### src/rtl/serial_adder.sv
// serial_adder: multi-cycle adder. Two WIDTH-bit operands and a carry-in are
// accepted over a valid/ready handshake. They are then added DIGIT bits per
// clock, LSB first, through one registered carry. A single DIGIT-bit adder
// slice is reused WIDTH/DIGIT times.
//
// Optional feature macro: SERIAL_ADDER_SUB_EN
//   When defined, the block has an extra 'sub' input. With sub=1 it computes
//   a - b - cin, and cout then means borrow-out.
//
// Ports:
//   clk        sole clock, rising edge
//   rst_n      synchronous active-low reset
//   in_valid   operands a, b, cin (and sub) are valid
//   in_ready   block can accept operands (IDLE and not in reset)
//   a, b       WIDTH-bit operands
//   cin        carry-in (borrow-in when subtracting)
//   sub        subtract select (only with SERIAL_ADDER_SUB_EN)
//   out_valid  sum/cout are valid (DONE)
//   out_ready  consumer accepts the result
//   sum        WIDTH-bit result
//   cout       carry-out (borrow-out when subtracting)
//   busy       high in RUN and DONE
module serial_adder #(
    parameter int unsigned WIDTH = 8,
    parameter int unsigned DIGIT = 1
) (
    input  logic             clk,
    input  logic             rst_n,
    input  logic             in_valid,
    output logic             in_ready,
    input  logic [WIDTH-1:0] a,
    input  logic [WIDTH-1:0] b,
    input  logic             cin,
`ifdef SERIAL_ADDER_SUB_EN
    input  logic             sub,
`endif
    output logic             out_valid,
    input  logic             out_ready,
    output logic [WIDTH-1:0] sum,
    output logic             cout,
    output logic             busy
);

    localparam int unsigned N    = WIDTH / DIGIT;
    localparam int unsigned CntW = (N > 1) ? $clog2(N) : 1;
    localparam logic [CntW-1:0] LastCnt = CntW'(N - 1);

    if (WIDTH < 1 || DIGIT < 1 || (WIDTH % DIGIT) != 0) begin : g_bad_params
        $error("serial_adder: DIGIT must be >= 1 and divide WIDTH exactly");
    end

    typedef enum logic [1:0] {StIdle, StRun, StDone} state_e;

    state_e           state_q, state_d;
    logic [WIDTH-1:0] a_q, a_d;
    logic [WIDTH-1:0] b_q, b_d;
    logic [WIDTH-1:0] sum_q, sum_d;
    logic             carry_q, carry_d;
    logic             cout_q, cout_d;
    logic [CntW-1:0]  cnt_q, cnt_d;
`ifdef SERIAL_ADDER_SUB_EN
    logic             sub_q, sub_d;
`endif

    logic [DIGIT:0]         digit_add;
    logic [WIDTH+DIGIT-1:0] sum_cat;

    always_comb begin
        digit_add = {1'b0, a_q[DIGIT-1:0]} + {1'b0, b_q[DIGIT-1:0]}
                  + (DIGIT+1)'(carry_q);
        // New digit enters at the MSB end; after N digits the LSB digit
        // has travelled all the way down to bit 0.
        sum_cat   = {digit_add[DIGIT-1:0], sum_q};

        state_d = state_q;
        a_d     = a_q;
        b_d     = b_q;
        sum_d   = sum_q;
        carry_d = carry_q;
        cout_d  = cout_q;
        cnt_d   = cnt_q;
`ifdef SERIAL_ADDER_SUB_EN
        sub_d   = sub_q;
`endif

        unique case (state_q)
            StIdle: begin
                if (in_valid) begin
                    a_d   = a;
                    cnt_d = '0;
`ifdef SERIAL_ADDER_SUB_EN
                    // a - b - cin == a + ~b + ~cin
                    b_d     = b ^ {WIDTH{sub}};
                    carry_d = cin ^ sub;
                    sub_d   = sub;
`else
                    b_d     = b;
                    carry_d = cin;
`endif
                    state_d = StRun;
                end
            end
            StRun: begin
                a_d     = a_q >> DIGIT;
                b_d     = b_q >> DIGIT;
                sum_d   = sum_cat[WIDTH+DIGIT-1:DIGIT];
                carry_d = digit_add[DIGIT];
                cnt_d   = cnt_q + CntW'(1);
                if (cnt_q == LastCnt) begin
`ifdef SERIAL_ADDER_SUB_EN
                    cout_d = digit_add[DIGIT] ^ sub_q;
`else
                    cout_d = digit_add[DIGIT];
`endif
                    state_d = StDone;
                end
            end
            StDone: begin
                if (out_ready) begin
                    state_d = StIdle;
                end
            end
            default: state_d = StIdle;
        endcase
    end

    always_ff @(posedge clk) begin
        if (!rst_n) begin
            state_q <= StIdle;
            a_q     <= '0;
            b_q     <= '0;
            sum_q   <= '0;
            carry_q <= 1'b0;
            cout_q  <= 1'b0;
            cnt_q   <= '0;
`ifdef SERIAL_ADDER_SUB_EN
            sub_q   <= 1'b0;
`endif
        end else begin
            state_q <= state_d;
            a_q     <= a_d;
            b_q     <= b_d;
            sum_q   <= sum_d;
            carry_q <= carry_d;
            cout_q  <= cout_d;
            cnt_q   <= cnt_d;
`ifdef SERIAL_ADDER_SUB_EN
            sub_q   <= sub_d;
`endif
        end
    end

    assign in_ready  = rst_n && (state_q == StIdle);
    assign out_valid = (state_q == StDone);
    assign busy      = (state_q != StIdle);
    assign sum       = sum_q;
    assign cout      = cout_q;

endmodule

### config.mk
export PLATFORM = sky130hd
export DESIGN_NAME = serial_adder
export DESIGN_NICKNAME = d
export VERILOG_FILES = /design/src/rtl/serial_adder.sv
export SDC_FILE = /design/constraint.sdc
export NUM_CORES = 1
export LEC_CHECK = 0
export ABC_AREA = 1
export BUFFER_PORTS_ARGS = -buffer_cell sky130_fd_sc_hd__buf_2
export CORE_UTILIZATION = 50
export CTS_BUF_LIST = sky130_fd_sc_hd__clkbuf_16
export CTS_CLUSTER_SIZE = 20
export DETAILED_ROUTE_END_ITERATION = 12
export GPL_TIMING_DRIVEN = 0
export PLACE_DENSITY = 0.75
export SLEW_MARGIN = 40
export SYNTH_ARGS = -nofsm -noshare
export SYNTH_HDL_FRONTEND = slang
export SYNTH_SLANG_ARGS = --single-unit
### constraint.sdc
create_clock -name clk -period 3.8 [get_ports clk]
set_clock_uncertainty 0.15 [all_clocks]
set_input_delay 0.57 -clock clk [delete_from_list [all_inputs] [get_ports clk]]
set_output_delay 0.57 -clock clk [all_outputs]
set_load 0.03 [all_outputs]
==> reports/metrics.yaml, run 1 <==
crit_arrival_ns: 1.33
cts_resized: 0
r2r_start: "state_q[0]"
clock.fmax_mhz: 488.2
power_w: 0.0009602
post_cts_buffers: 0
grt_max_degree: 11
max_stage_delay_ns: 0.32
ys_types: 18
grt_pass1_wl_um: 5285
clock_sinks: 31
ant_nets: 0
cts_max_path_buffers: 2
cts_hold_buf: 0
die_area_um2: 3161
gr-usage-all-layers_pct: 22.07
final_common_cell: "nand2_1"
antenna_cells: 0
ys_ff_latch: 31
finalWeightedCongestion: 0.7437
vias_per_cell: 4.611
clock_latency_ns: 0.27
finalSetupTns_ns: 0
num_rows: 19
power_frac_seq_pct: 38.0
htreeDepth: 2
num_vias: 1374
path_cells: "buf_6 -> nor2_1 -> inv_1 -> nor2_1 -> buf_2"
grt_overflow: 0
root_buffer: "clkbuf_16"
setup_viol: 0
worstHoldStart: "cout"
io_buffers: 32
switching_power_w: 0.0002465
instances_no_fill: 298
critPathBufInv: 3
syn_area_um2: 1470
avgSynthCellArea_um2: 6.476
p_leak_nw: 0.9773
relSlewSlack_pct: 70.44
hold_path_class: "register to register"
power.internal_w: 0.0007137
powerDensity_nw_per_um2: 523.8
drc: 0
start_util_pct: 52.86
die_h_um: 56.23
irDropWorstVdd_mv: 0.4278
dpl_cell_area_um2: 1669
maxSlewViolCount: 0
cp-startpoint: "state_q[0]"
ys_seq_area_share_pct: 42.21
die_w_um: 56.23
worst_path_max_delay_cell: "dfxtp_1"
hold_violations: 0
post-route-util_pct: 65.90
period_minus_slack_ns: 2.048
cts_tree: "done"
drive_gt1_share_pct: 18.73
grt_setup_unrepaired: "no"
dpl.hpwl_um: 1968
drt_iter0_markers: 42
io_pins: 33
critPathKind: "register to primary output"
cp-start-kind: "register"
critical_path.max_fanout: 10
synthCells: 227
endpoint_kind: "primary output"
final_cell_mix: "71 x nand2_1, 38 x inv_1, 36 x nor2_1, 36 x buf_2, 31 x dfxtp_1"
wl_per_cell_um: 9.936
drtPass1Iterations: 4
cts_made_buffers: 5
clockPowerShare_pct: 46.2
min_period_over_period_pct: 53.91
grt_pass1_vias: 1263
drv_cap: 0
yosys_warnings: 0
antenna_found_initial: 0
core_um2: 2781
nets: 290
wirelength_um: 2961
dp.cells: 290
timing.critical_path.mode_cell: "nor2_1"
worst_path_dominant_cell_family: "buffers and inverters"
synth_nets: 251
status: "finished clean"
area_growth_pct: 24.68
fin_area_um2: 1833
switching_share_pct: 25.67
power_frac_comb_pct: 15.8
worstPathRequired_ns: 3.08
clk_pin_slew_ns: 0.05
worstMarginPinSlew_ns: 0.4434
==> power by group through the flow <==
stage	registers, W	clock network [W]	logic [W]
6_report	0.000365	0.000444	0.000151
5_1_grt	0.000368	0.000464	0.000176
4_1_cts	0.000365	0.000452	0.000152
3_5_place_dp	0.000372	0	0.000152
3_3_place_gp	0.000371	0	0.000150
2_1_floorplan	0.000384	0	0.0000971
==> through the flow <==
stage               setup slack, ns  hold slack (ns)
floorplan                     1.830           0.2892
global placement              1.919           0.3006
detailed placement            1.915           0.3031
CTS                           1.744           0.3115
global route                  1.623           0.3456
finish                        1.752           0.3061
==> worst min-delay path: stages, from the launching register on <==
cell and delay [ns]:
dfxtp_1 0.30, nand2_1 0.06, a21oi_1 0.05
==> cells by family after synthesis <==
family          Yosys count  share of synthesized area, %
simple gates            112                         29.19
flops                    31                         42.21
compound gates           32                         11.66
buf+inv                  49                         13.87
fa+ha+maj                 3                         3.064
==> area by class of cell <==
cell class / count / area, um2
Clock inverter: 3 / 38.79
Sequential cell: 31 / 620.6
Clock buffer: 5 / 125.1
Inverter: 39 / 146.4
Buffer: 10 / 57.56
Fill cell: 273 / 948.4
Timing Repair Buffer: 32 / 160.2
Tap cell: 31 / 38.79
Multi-Input combinational cell: 147 / 645.6
==> registers in the layout, indices dropped and copies added (netlist names) <==
register	flops
state_q	2
carry_q	1
cnt_q	3
a_q	8
b_q	8
cout	1
sum	8
==> worst paths after layout <==
check / to / slack, ns / cells after the start
max: in_ready / 1.75 / 5
min: cout / 0.31 / 2
max reg2reg: b_q[5] / 2.31 / 5
min reg2reg: cout / 0.31 / 2
==> Yosys cell counts <==
library cell / instances / share of area (%)
buf_1: 1 / 0.26
or2_2: 1 / 0.43
buf_2: 4 / 1.4
o21ai_4: 1 / 1.1
ha_1: 2 / 1.7
buf_4: 2 / 1.0
dfxtp_1: 31 / 42
buf_6: 1 / 0.77
nor2_2: 1 / 0.43
clkbuf_1: 2 / 0.51
fa_1: 1 / 1.4
o21ai_0: 9 / 3.1
a21oi_1: 22 / 7.5
inv_2: 1 / 0.26
nand2_1: 71 / 18
nand3_1: 3 / 1.0
nor2_1: 36 / 9.2
inv_1: 38 / 9.7
==> per-layer routing <==
metal	global-route usage [%]	vias up	routed length [um]
met4	11.50	0	68
li1	-	751	-
met2	33.84	31	1222
met5	0	-	0
met3	7.674	5	155
met1	27.22	587	1513
Note: power is estimated with default switching activity, not from simulation.
==> run 2: changes to the inputs <==
- CORE_UTILIZATION: 50 -> 47
- PLACE_DENSITY: 0.75 -> 0.74
- clock period: 3.8 -> 1.8 ns (I/O delays scaled with it)
==> reports/metrics.yaml, run 2 (synthesis results as in run 1) <==
gr-usage-all-layers_pct: 20.64  # was 22.07%
post_cts_buffers: 0  # unchanged
critical_path.max_fanout: 10  # unchanged
rrSetupSlack_ns: 0.36  # was 2.31 ns
cts_made_buffers: 5  # unchanged
power_frac_comb_pct: 17.4  # was 15.8%
area_growth_pct: 22.47  # was 24.68%
grt_pass1_wl_um: 5278  # was 5285 um
whs_endpoint: "state_q[1]"  # was cout
switching_power_w: 0.0004838  # was 0.0002465 W
fin_area_um2: 1800  # was 1833 um2
r2r_end: "b_q[1]"  # was b_q[5]
worstPathRequired_ns: 1.38  # was 3.08 ns
die_w_um: 57.93  # was 56.23 um
drtPass1Iterations: 8  # was 4
cts_tree: "done"  # unchanged
worst_path_max_delay_cell: "dfxtp_1"  # unchanged
drc: 1  # was 0
antenna_found_initial: 0  # unchanged
root_buffer: "clkbuf_16"  # unchanged
final_cell_mix: "71 x nand2_1, 39 x inv_1, 36 x buf_2"  # was 71 x nand2_1, 38 x inv_1, 36 x nor2_1, 36 x buf_2, 31 x dfxtp_1
grt_setup_unrepaired: "no"  # unchanged
switching_share_pct: 26.35  # was 25.67%
fill_cells: 293  # was 273
clock_sinks: 31  # unchanged
clk_pin_slew_ns: 0.05  # about the same
htreeDepth: 2  # unchanged
max_stage_delay_ns: 0.31  # was 0.32 ns
power.internal_w: 0.001352  # was 0.0007137 W
worst_path_dominant_cell_family: "buffers and inverters"  # unchanged
power_frac_seq_pct: 42.0  # was 38.0%
vias_per_cell: 4.686  # was 4.611
path_cells: "buf_6 -> nor2_2 -> inv_1 -> nor2_1 -> buf_2"  # was buf_6 -> nor2_1 -> inv_1 -> nor2_1 -> buf_2
drt_iter0_markers: 50  # was 42
finalWeightedCongestion: 0.7485  # was 0.7437
worstHoldStart: "out_ready"  # was cout
worst-path-stages: 5  # unchanged
wirelength_um: 2913  # was 2961 um
r2r_start: "state_q[1]"  # was state_q[0]
num_vias: 1387  # was 1374
io_buffers: 32  # unchanged
dpl.hpwl_um: 1988  # was 1968 um
antenna_cells: 0  # unchanged
critPathKind: "register to primary output"  # unchanged
min_delay_path_depth: 4  # was 2
period_minus_slack_ns: 1.648
die_h_um: 57.93  # was 56.23 um
cts_max_path_buffers: 2  # unchanged
maxSlewViolCount: 0  # unchanged
drive_gt1_share_pct: 18.49  # was 18.73%
irDropWorstVdd_mv: 0.7854  # was 0.4278 mV
hold_violations: 0  # unchanged
hold_path_class: "input pin to register"  # was register to register
cts_resized: 0  # unchanged
status: "finished with violations"  # was finished clean
drv_cap: 0  # unchanged
relSlewSlack_pct: 71.17  # was 70.44%
start_util_pct: 51.54  # was 52.86%
nets: 290  # unchanged
post-route-util_pct: 63.11  # was 65.90%
cts_hold_buf: 0  # unchanged
ant_nets: 0  # unchanged
io_pins: 33  # unchanged
critPathBufInv: 3  # unchanged
final_common_cell: "nand2_1"  # unchanged
worstMarginPinSlew_ns: 0.4325  # was 0.4434 ns
setup_viol: 0  # unchanged
die_area_um2: 3356  # was 3161 um2
endpoint_kind: "primary output"  # unchanged
multi_input_area_um2: 648.1  # was 645.6 um2
clock.fmax_mhz: 606.7
dpl_cell_area_um2: 1669  # unchanged
regArea_um2: 620.6  # unchanged
min_period_over_period_pct: 91.57
p_leak_nw: 0.9636  # was 0.9773 nW
r2r_cells: 6  # was 5
clockPowerShare_pct: 40.6  # was 46.2%
num_rows: 19  # unchanged
crit_arrival_ns: 1.23  # was 1.33 ns
grt_max_degree: 11  # unchanged
wl_per_cell_um: 9.841  # was 9.936 um
clock_latency_ns: 0.27  # about the same
powerDensity_nw_per_um2: 1020  # was 523.8 nW/um2
grt_overflow: 0  # unchanged
core_um2: 2853  # was 2781 um2
finalSetupTns_ns: 0  # unchanged
grt_pass1_vias: 1272  # was 1263
violations: "design-rule violations"
cp-start-kind: "register"  # unchanged
[run 2: cell types whose count changed in the layout (fill, tap and decap cells not counted), sizes merged]
cell	before	now
bufinv	1	0
inv	39	40
clkinv	2	0
[run 2: per-layer routing]
| metal | global-route usage [%] | up-vias | share of wire, % |
|---|---|---|---|
| met2 | 33.66 | 23 | 44 |
| met5 | 0 | - | 0 |
| li1 | - | 747 | - |
| met4 | 11.22 | 0 | 2.4 |
| met3 | 4.018 | 8 | 3.4 |
| met1 | 25.67 | 609 | 50 |
[run 2: stage by stage]
stage	hold WS (ns)	setup slack [ns]	total power, W	std cells
2_1_floorplan	0.2557	0.1297	0.001017	227
4_1_cts	0.1073	0.08409	0.001856	296
3_3_place_gp	0.3026	0.3698	0.001100	290
3_5_place_dp	0.3026	0.3732	0.001103	290
5_1_grt	0.1377	0.07360	0.001943	296
6_report	0.1083	0.1517	0.001836	296
[run 2: cell type report]
type                            instances  share of cell area [%]
Buffer                                 10                   3.197
Timing Repair Buffer                   32                   8.895
Tap cell                               31                   2.154
Clock inverter                          1                  0.2085
Multi-Input combinational cell        147                   36.00
Sequential cell                        31                   34.47
Inverter                               39                   8.131
Clock buffer                            5                   6.949
[run 2: power by group through the flow]
stage | Combinational, W | Clock, W | Sequential, W
after global placement | 0.000316 | 0 | 0.000783
after floorplan | 0.000205 | 0 | 0.000812
after detailed placement | 0.000318 | 0 | 0.000785
final | 0.000320 | 0.000745 | 0.000772
after CTS | 0.000322 | 0.000761 | 0.000772
after global routing | 0.000375 | 0.000790 | 0.000778
[run 2: how the worst max path moves through the flow]
stage / start / end / slack (ns)
6_report: state_q[0] / in_ready / 0.15
2_1_floorplan: state_q[0] / in_ready / 0.13
3_5_place_dp: state_q[0] / b_q[4] / 0.37
3_3_place_gp: state_q[0] / b_q[2] / 0.37
4_1_cts: state_q[0] / in_ready / 0.08
5_1_grt: state_q[0] / in_ready / 0.07
[run 2: worst min-delay path: cells and delay by family]
| kind | cells | cell delay, ns |
|---|---|---|
| AOI/OAI and AO/OA | 1 | 0.05 |
| buffers and inverters | 2 | 0.11 |
| and+or+nand+nor | 1 | 0.05 |
==> run 3: changes to the inputs <==
- RECOVER_POWER: unset -> 50
- TNS_END_PERCENT: unset -> 1
==> reports/metrics.yaml, run 3 (synthesis results as in run 1) <==
ant_nets: 0  # unchanged
clk_pin_slew_ns: 0.05  # about the same
finalSetupTns_ns: 0  # unchanged
drc: 1  # unchanged
grt_pass1_vias: 1272  # unchanged
setup_viol: 0  # unchanged
io_buffers: 32  # unchanged
gr-usage-all-layers_pct: 20.64  # unchanged
worstHoldStart: "out_ready"  # unchanged
die_area_um2: 3356  # unchanged
worstMarginPinSlew_ns: 0.4495  # was 0.4325 ns
core_um2: 2853  # unchanged
grt_pass1_wl_um: 5278  # unchanged
relSlewSlack_pct: 70.03  # was 71.17%
final_cell_mix: "71 x nand2_1, 40 x inv_1, 36 x nor2_1"  # was 71 x nand2_1, 39 x inv_1, 36 x buf_2
critPathKind: "register to primary output"  # unchanged
cts_max_path_buffers: 2  # unchanged
fill_cells: 302  # was 293
grt_max_degree: 11  # unchanged
cp-start-kind: "register"  # unchanged
hold_path_class: "input pin to register"  # unchanged
drive_gt1_share_pct: 13.96  # was 18.49%
p_leak_nw: 0.9232  # was 0.9636 nW
finalWeightedCongestion: 0.7485  # unchanged
min_period_over_period_pct: 91.42  # was 91.57%
clock.fmax_mhz: 607.7  # was 606.7 MHz
wirelength_um: 2945  # was 2913 um
post-route-util_pct: 62.24  # was 63.11%
root_buffer: "clkbuf_16"  # unchanged
dp_slack_ns: 0.3732  # unchanged
clock_latency_ns: 0.27  # about the same
endpoint_kind: "primary output"  # unchanged
layout_setup_ws_ns: 0.1544  # was 0.1517 ns
powerDensity_nw_per_um2: 1031  # was 1020 nW/um2
grt_overflow: 0  # unchanged
status: "finished with violations"  # unchanged
start_util_pct: 51.54  # unchanged
crit_arrival_ns: 1.23  # about the same
io_pins: 33  # unchanged
vias_per_cell: 4.669  # was 4.686
r2r_start: "state_q[0]"  # was state_q[1]
final_common_cell: "nand2_1"  # unchanged
instances_no_fill: 296  # unchanged
htreeDepth: 2  # unchanged
cts_hold_buf: 0  # unchanged
violations: "design-rule violations"  # unchanged
drt_iter0_markers: 46  # was 50
die_h_um: 57.93  # unchanged
cts_tree: "done"  # unchanged
cp-startpoint: "state_q[0]"  # unchanged
nets: 290  # unchanged
cts_made_buffers: 5  # unchanged
dpl.hpwl_um: 1988  # unchanged
antenna_found_initial: 0  # unchanged
grt_setup_unrepaired: "no"  # unchanged
maxSlewViolCount: 0  # unchanged
period_minus_slack_ns: 1.646  # was 1.648 ns
hold_violations: 0  # unchanged
wl_per_cell_um: 9.949  # was 9.841 um
dp.cells: 290  # unchanged
clock_sinks: 31  # unchanged
drtPass1Iterations: 8  # unchanged
num_vias: 1382  # was 1387
drv_cap: 0  # unchanged
num_rows: 19  # unchanged
irDropWorstVdd_mv: 0.7901  # was 0.7854 mV
area_growth_pct: 20.77  # was 22.47%
critical_path.max_fanout: 10  # unchanged
worstPathRequired_ns: 1.38  # about the same
antenna_cells: 0  # unchanged
die_w_um: 57.93  # unchanged
-- run 3: cell types whose count changed in the layout (fill, tap and decap cells not counted) --
cell / delta
inv_1: +1
o21ai_4: -1
clkbuf_1: +10
nor2_1: +1
buf_2: -9
o21ai_2: +1
inv_2: -1
nor2_2: -1
buf_4: -1
-- run 3: layout make-up --
| cell class | count | area [um2] | share of cell area (%) |
|---|---|---|---|
| Inverter | 39 | 146.4 | 8.245 |
| Buffer | 10 | 53.80 | 3.030 |
| Clock buffer | 5 | 125.1 | 7.047 |
| Multi-Input combinational cell | 147 | 638.1 | 35.94 |
| Sequential cell | 31 | 620.6 | 34.95 |
| Timing Repair Buffer | 32 | 148.9 | 8.386 |
| Clock inverter | 1 | 3.754 | 0.2114 |
| Tap cell | 31 | 38.79 | 2.185 |
-- run 3: routing by layer --
layer | wire [um] | up-vias | global-route usage, %
met3 | 108 | 8 | 4.018
met1 | 1467 | 598 | 25.67
met5 | 0 | - | 0
li1 | - | 748 | -
met2 | 1296 | 28 | 33.66
met4 | 73 | 0 | 11.22
-- run 3: final timing paths --
path | end | slack [ns] | cells after the start
max reg2reg | cnt_q[1] | 0.18 | 5
min | state_q[1] | 0.11 | 4
min reg2reg | cout | 0.31 | 2
max | in_ready | 0.15 | 5
-- run 3: timing repair --
item | 4_1_cts | 5_1_grt
resized for setup | 0 | 1
setup buffers | 0 | 0
endpoints found under the setup margin | 0 | 1
-- run 3: metrics by stage --
stage	cell area, um2	total power (W)	hold WS, ns
after floorplan	1470	0.001017	0.2557
after CTS	1798	0.001856	0.1073
after global placement	1669	0.001100	0.3026
after global routing	1775	0.001935	0.1377
after detailed placement	1669	0.001103	0.3026
final	1775	0.001830	0.1058
-- run 3: power breakdown --
| group | leakage [nW] | total (W) | internal, W | switching, W |
|---|---|---|---|---|
| Sequential | 0.256 | 0.000772 | 0.000746 | 0.0000263 |
| Combinational | 0.600 | 0.000310 | 0.000111 | 0.000200 |
| Clock | 0.0669 | 0.000747 | 0.000488 | 0.000259 |
| Total | 0.923 | 0.00183 | 0.00135 | 0.000485 |
-- run 3: critical path: stages, from the launching register on --
cell and delay [ns]:
dfxtp_1 0.31, buf_6 0.14, nor2_2 0.16, inv_1 0.07
nor2_1 0.08, buf_2 0.20
